$ cat src/rtl/axi_rd_arbiter.sv
// axi_rd_arbiter: arbitrates two AXI read masters onto one slave, one transaction outstanding.
// Ports: ACLK clock; ARSETn synchronous active-low reset; m0_*/m1_* master AR and R channels;
// s_* shared slave AR and R channels; gnt one-hot granted master (0 when none); busy high outside IDLE.
// Define AXI_RD_ARB_RR_EN for round-robin arbitration; otherwise master 0 has fixed priority.
`ifndef D_ID_WIDTH
`define D_ID_WIDTH 4
`endif
`ifndef D_ADDR_WIDTH
`define D_ADDR_WIDTH 32
`endif
`ifndef D_DATA_WIDTH
`define D_DATA_WIDTH 32
`endif
module axi_rd_arbiter #(
  parameter int ID_WIDTH   = `D_ID_WIDTH,
  parameter int ADDR_WIDTH = `D_ADDR_WIDTH,
  parameter int DATA_WIDTH = `D_DATA_WIDTH
) (
  input  logic                  ACLK,
  input  logic                  ARSETn,
  input  logic [ID_WIDTH-1:0]   m0_ARID,
  input  logic [ADDR_WIDTH-1:0] m0_ARADDR,
  input  logic [7:0]            m0_ARLEN,
  input  logic [2:0]            m0_ARSIZE,
  input  logic [1:0]            m0_ARBURST,
  input  logic [2:0]            m0_ARPROT,
  input  logic                  m0_ARVALID,
  output logic                  m0_ARREADY,
  output logic [ID_WIDTH-1:0]   m0_RID,
  output logic [DATA_WIDTH-1:0] m0_RDATA,
  output logic [1:0]            m0_RRESP,
  output logic                  m0_RLAST,
  output logic                  m0_RVALID,
  input  logic                  m0_RREADY,
  input  logic [ID_WIDTH-1:0]   m1_ARID,
  input  logic [ADDR_WIDTH-1:0] m1_ARADDR,
  input  logic [7:0]            m1_ARLEN,
  input  logic [2:0]            m1_ARSIZE,
  input  logic [1:0]            m1_ARBURST,
  input  logic [2:0]            m1_ARPROT,
  input  logic                  m1_ARVALID,
  output logic                  m1_ARREADY,
  output logic [ID_WIDTH-1:0]   m1_RID,
  output logic [DATA_WIDTH-1:0] m1_RDATA,
  output logic [1:0]            m1_RRESP,
  output logic                  m1_RLAST,
  output logic                  m1_RVALID,
  input  logic                  m1_RREADY,
  output logic [ID_WIDTH-1:0]   s_ARID,
  output logic [ADDR_WIDTH-1:0] s_ARADDR,
  output logic [7:0]            s_ARLEN,
  output logic [2:0]            s_ARSIZE,
  output logic [1:0]            s_ARBURST,
  output logic [2:0]            s_ARPROT,
  output logic                  s_ARVALID,
  input  logic                  s_ARREADY,
  input  logic [ID_WIDTH-1:0]   s_RID,
  input  logic [DATA_WIDTH-1:0] s_RDATA,
  input  logic [1:0]            s_RRESP,
  input  logic                  s_RLAST,
  input  logic                  s_RVALID,
  output logic                  s_RREADY,
  output logic [1:0]            gnt,
  output logic                  busy
);
  typedef enum logic [1:0] {IDLE, ADDR, DATA} state_t;
  state_t state, state_n;
  logic [1:0] gnt_n;
  logic pick1, sel1, done;
  assign sel1 = gnt[1];
  assign done = state == DATA && s_RVALID && s_RREADY && s_RLAST;
`ifdef AXI_RD_ARB_RR_EN
  // ptr names the master that wins a tie; after each completion it points away from the master just served.
  logic ptr;
  assign pick1 = m0_ARVALID && m1_ARVALID ? ptr : !m0_ARVALID;
  always_ff @(posedge ACLK)
    if (!ARSETn) ptr <= 1'b0;
    else if (done) ptr <= gnt[0];
`else
  assign pick1 = !m0_ARVALID;
`endif
  always_ff @(posedge ACLK) begin
    if (!ARSETn) begin
      state <= IDLE;
      gnt <= '0;
    end else begin
      state <= state_n;
      gnt <= gnt_n;
    end
  end
  always_comb begin
    state_n = state;
    gnt_n = gnt;
    case (state)
      IDLE: if (m0_ARVALID || m1_ARVALID) begin
        state_n = ADDR;
        gnt_n = pick1 ? 2'b10 : 2'b01;
      end
      ADDR: if (s_ARREADY) state_n = DATA;
      DATA: if (done) begin
        state_n = IDLE;
        gnt_n = '0;
      end
      default: begin
        state_n = IDLE;
        gnt_n = '0;
      end
    endcase
  end
  assign busy = state != IDLE;
  assign s_ARVALID = state == ADDR;
  assign s_ARID = sel1 ? m1_ARID : m0_ARID;
  assign s_ARADDR = sel1 ? m1_ARADDR : m0_ARADDR;
  assign s_ARLEN = sel1 ? m1_ARLEN : m0_ARLEN;
  assign s_ARSIZE = sel1 ? m1_ARSIZE : m0_ARSIZE;
  assign s_ARBURST = sel1 ? m1_ARBURST : m0_ARBURST;
  assign s_ARPROT = sel1 ? m1_ARPROT : m0_ARPROT;
  assign m0_ARREADY = s_ARVALID && gnt[0] && s_ARREADY;
  assign m1_ARREADY = s_ARVALID && gnt[1] && s_ARREADY;
  // R payload fans out to both masters; only the granted master's RVALID qualifies it.
  assign s_RREADY = state == DATA && (sel1 ? m1_RREADY : m0_RREADY);
  assign m0_RVALID = state == DATA && gnt[0] && s_RVALID;
  assign m1_RVALID = state == DATA && gnt[1] && s_RVALID;
  assign m0_RID = s_RID;
  assign m0_RDATA = s_RDATA;
  assign m0_RRESP = s_RRESP;
  assign m0_RLAST = s_RLAST;
  assign m1_RID = s_RID;
  assign m1_RDATA = s_RDATA;
  assign m1_RRESP = s_RRESP;
  assign m1_RLAST = s_RLAST;
endmodule

$ cat config.mk
export PLATFORM = sky130hd
export DESIGN_NAME = axi_rd_arbiter
export DESIGN_NICKNAME = d
export VERILOG_FILES = /design/src/rtl/axi_rd_arbiter.sv
export SDC_FILE = /design/constraint.sdc
export NUM_CORES = 1
export LEC_CHECK = 0
export ABC_AREA = 1
export CAP_MARGIN = 20
export CORE_AREA = 10 10 103 105
export CTS_CLUSTER_DIAMETER = 120
export DETAILED_ROUTE_END_ITERATION = 7
export DIE_AREA = 0 0 113 115
export GPL_TIMING_DRIVEN = 1
export PLACE_DENSITY = 0.73
export SETUP_SLACK_MARGIN = 0.1
export SKIP_LAST_GASP = 1
export SLEW_MARGIN = 20
export SYNTH_ARGS = -nofsm -noshare
export SYNTH_HDL_FRONTEND = slang
export SYNTH_SLANG_ARGS = --single-unit
$ cat constraint.sdc
create_clock -name ACLK -period 3.2 [get_ports ACLK]
set_clock_uncertainty 0.15 [all_clocks]
set_input_delay 0.8 -clock ACLK [delete_from_list [all_inputs] [get_ports ACLK]]
set_output_delay 0.8 -clock ACLK [all_outputs]
set_load 0.02 [all_outputs]
==> impl_metrics.py <==
metrics = {
    "status": {
        "outcome": "finished, final reports clean",
    },
    "pwr": {
        "p_leak_nw": 1.30,
        "vdd_drop_max_mv": 0.148,
        "power.density_mw_per_mm2": 273,
    },
    "routing": {
        "drtIter0Drc": 93,
        "antenna_left": 0,
        "dr.pass1.iters": 4,
        "route.detailed.drc": 0,
        "vias_per_cell": 3.87,
        "drt_wl_total_um": 7250,
        "vias": 1877,
        "wl_per_cell_um": 14.9,
    },
    "layout": {
        "fill_cells": 923,
        "area_delta_synth_final_pct": 88.0,
        "layout-drive-gt1-share_pct": 3.18,
        "diodes": 0,
        "finalNetCount": 530,
    },
    "timing": {
        "slew_viol_final": 0,
        "finalSetupTns_ps": 0,
        "tightest_slew_ps": 546,
        "finalCritPeriodShare_pct": 93.7,
        "period_minus_slack_ps": 3000,
        "rsz0062_at_grt": "no",
        "hold_violations": 0,
        "fmax_mhz": 334,
        "setup_violations": 0,
        "slew_headroom_pct": 63.6,
        "worst_hold_slack_ps": 327,
    },
    "place": {
        "dp_hpwl_um": 6310,
        "place.gp.congestion": 0.814,
        "portBuffers": 175,
    },
    "worst_setup_path": {
        "r2r_setup_slack_ps": 1700,
        "ff2ff_path_depth": 7,
        "worstPathArrival_ps": 2050,
        "worstReg2RegEnd": "gnt[1]",
        "crit_start": "m0_ARLEN[4]",
        "crit_end": "s_ARLEN[4]",
        "startpoint_type": "input port",
        "crit_slowest_cell": "clkdlybuf4s50_1",
        "crit_fanout": 1,
        "end_kind": "output pin",
        "cp.buffers_inverters": 2,
        "r2r-start": "gnt[1]",
        "slowest_delay_ps": 600,
        "path_class": "input port to output pin",
        "crit_family": "buffers and inverters",
        "worstPathRequired_ps": 2250,
        "path_cells": "clkdlybuf4s50_1 > nand2_1 > nand2_1 > clkdlybuf4s50_1",
        "path_depth": 4,
    },
    "logic_synthesis": {
        "synth_top_area_share_pct": 41.9,
        "synth_top_flop_cell": "dfxtp_1",
        "synth_edf_count": 0,
        "ys_top_cells_by_count": "165 x nand2_1, 78 x buf_4, 8 x inv_1",
        "syn_avg_cell_area_um2": 5.17,
        "synth-seq-cells": 4,
        "synth_most_common_cell": "nand2_1",
        "syn_inst": 286,
        "syn_area_mm2": 0.00148,
        "synthArstFlopShare_pct": 0,
        "synth_area_leaders": "nand2_1 42%, buf_4 40%, dfxtp_1 5.4%, inv_1 2.0%, clkbuf_1 1.8%",
        "yosysWarningCount": 0,
        "ys_seq_area_share_pct": 5.42,
        "synth_top_area_cell": "nand2_1",
        "synth_fp_nets": 437,
        "synth.distinct_cells": 17,
    },
    "clocking": {
        "max-clock-path-buffers": 2,
        "clkTransAtPathRegs_ps": 30,
        "holdBufCountCts": 0,
        "cts_tree": "built",
        "root_buffer": "clkbuf_8",
        "cts_buffers": 3,
        "htreeDepth": 1,
        "cts_sinks": 4,
        "clkLatencyLatePin_ps": 210,
    },
    "die": {
        "die_w_um": 113,
        "die_h_um": 115,
        "start_util_pct": 17.3,
        "io_pins": 290,
        "dieArea_mm2": 0.0130,
        "coreArea_mm2": 0.00855,
        "rows": 34,
    },
    "flow_run": {
        "max_cap_violations": 0,
    },
    "grt": {
        "antenna_found_initial": 0,
        "grt_pass1_wl_um": 10600,
        "track_usage_pct": 9.88,
        "grt_pass1_vias": 2074,
        "overflow": 0,
        "grt_max_degree": 56,
    },
    "min_path": {
        "hp-start": "gnt[0]",
        "timing.hold.worst.class": "register to register",
    },
}
-- sequential cells by signal (all words and copies together), names as in the netlist --
signal and cells:
gnt 2, state 2
-- worst register-to-register path, stage by stage (launching register included) --
cell	delay [ps]
dfxtp_2	330
inv_4	410
nand2_2	100
nand2_2	100
o21bai_2	70
nand3_1	100
nand2_1	60
a21oi_1	120
-- logic make-up (layout without fill, tap and decap cells) --
group | after synthesis | in the layout | synth area share, %
AOI/OAI and AO/OA | 5 | 5 | 2.12
and+or+nand+nor | 179 | 179 | 46.8
buffers and inverters | 98 | 189 | 45.6
DFF | 4 | 4 | 5.42
-- report_power, final --
| part | switching (mW) | internal, mW | total [mW] |
|---|---|---|---|
| Combinational | 0.284 | 0.309 | 0.593 |
| Sequential | 0.00472 | 0.0561 | 0.0608 |
| Clock | 0.0242 | 0.0800 | 0.104 |
-- per-stage QoR --
| step | utilization [%] | total power, mW | area [um2] | setup slack [ps] | std cells |
|---|---|---|---|---|---|
| global placement | 32.1 | 0.655 | 2740 | 101 | 482 |
| global route | 32.5 | 0.812 | 2780 | 131 | 485 |
| floorplan | - | 0.454 | 1480 | 917 | 286 |
| finish | 32.5 | 0.758 | 2780 | 202 | 485 |
| detailed placement | 32.1 | 0.661 | 2740 | 84.9 | 482 |
| CTS | 32.5 | 0.770 | 2780 | 188 | 485 |
-- layout make-up --
class	instances	area, um2	area share, %
Timing Repair Buffer	177	1760	63.4
Inverter	9	36.3	1.31
Tap cell	108	135	4.86
Sequential cell	4	81.3	2.93
Multi-Input combinational cell	184	723	26.0
Clock buffer	3	41.3	1.49
-- layer usage --
metal,track usage [%],wire length [um]
met4,4.40,237
met5,0,0
met3,4.90,862
met2,17.7,3670
met1,9.41,2470
-- worst min path at each step --
stage             end  slack (ps)  cells past startpoint
6_report       gnt[0]         330                      2
5_1_grt        gnt[0]         380                      2
4_1_cts        gnt[0]         330                      2
3_5_place_dp   gnt[0]         320                      2
3_3_place_gp   gnt[0]         320                      2
2_1_floorplan  gnt[0]         370                      3
-- cells in the final DEF, fill, tap and decap left out --
master           instances
clkdlybuf4s50_1        170
clkbuf_8                 3
nor3_1                   2
o21bai_2                 1
inv_1                    8
a21oi_1                  4
nor2_2                   2
dlygate4sd2_1            5
dfxtp_2                  1
nand2_1                165
nor2_1                   4
or2_1                    1
dfxtp_1                  3
nand4_1                  1
inv_4                    1
buf_4                    2
nand3_1                  2
nand2_2                  2
-- timing repair --
item,in CTS,in global routing
setup endpoints to repair,5,0
buffers inserted,0,0
gates resized for setup,5,0
endpoints found under the hold margin,0,0
Power figures use the tool's default switching activity.
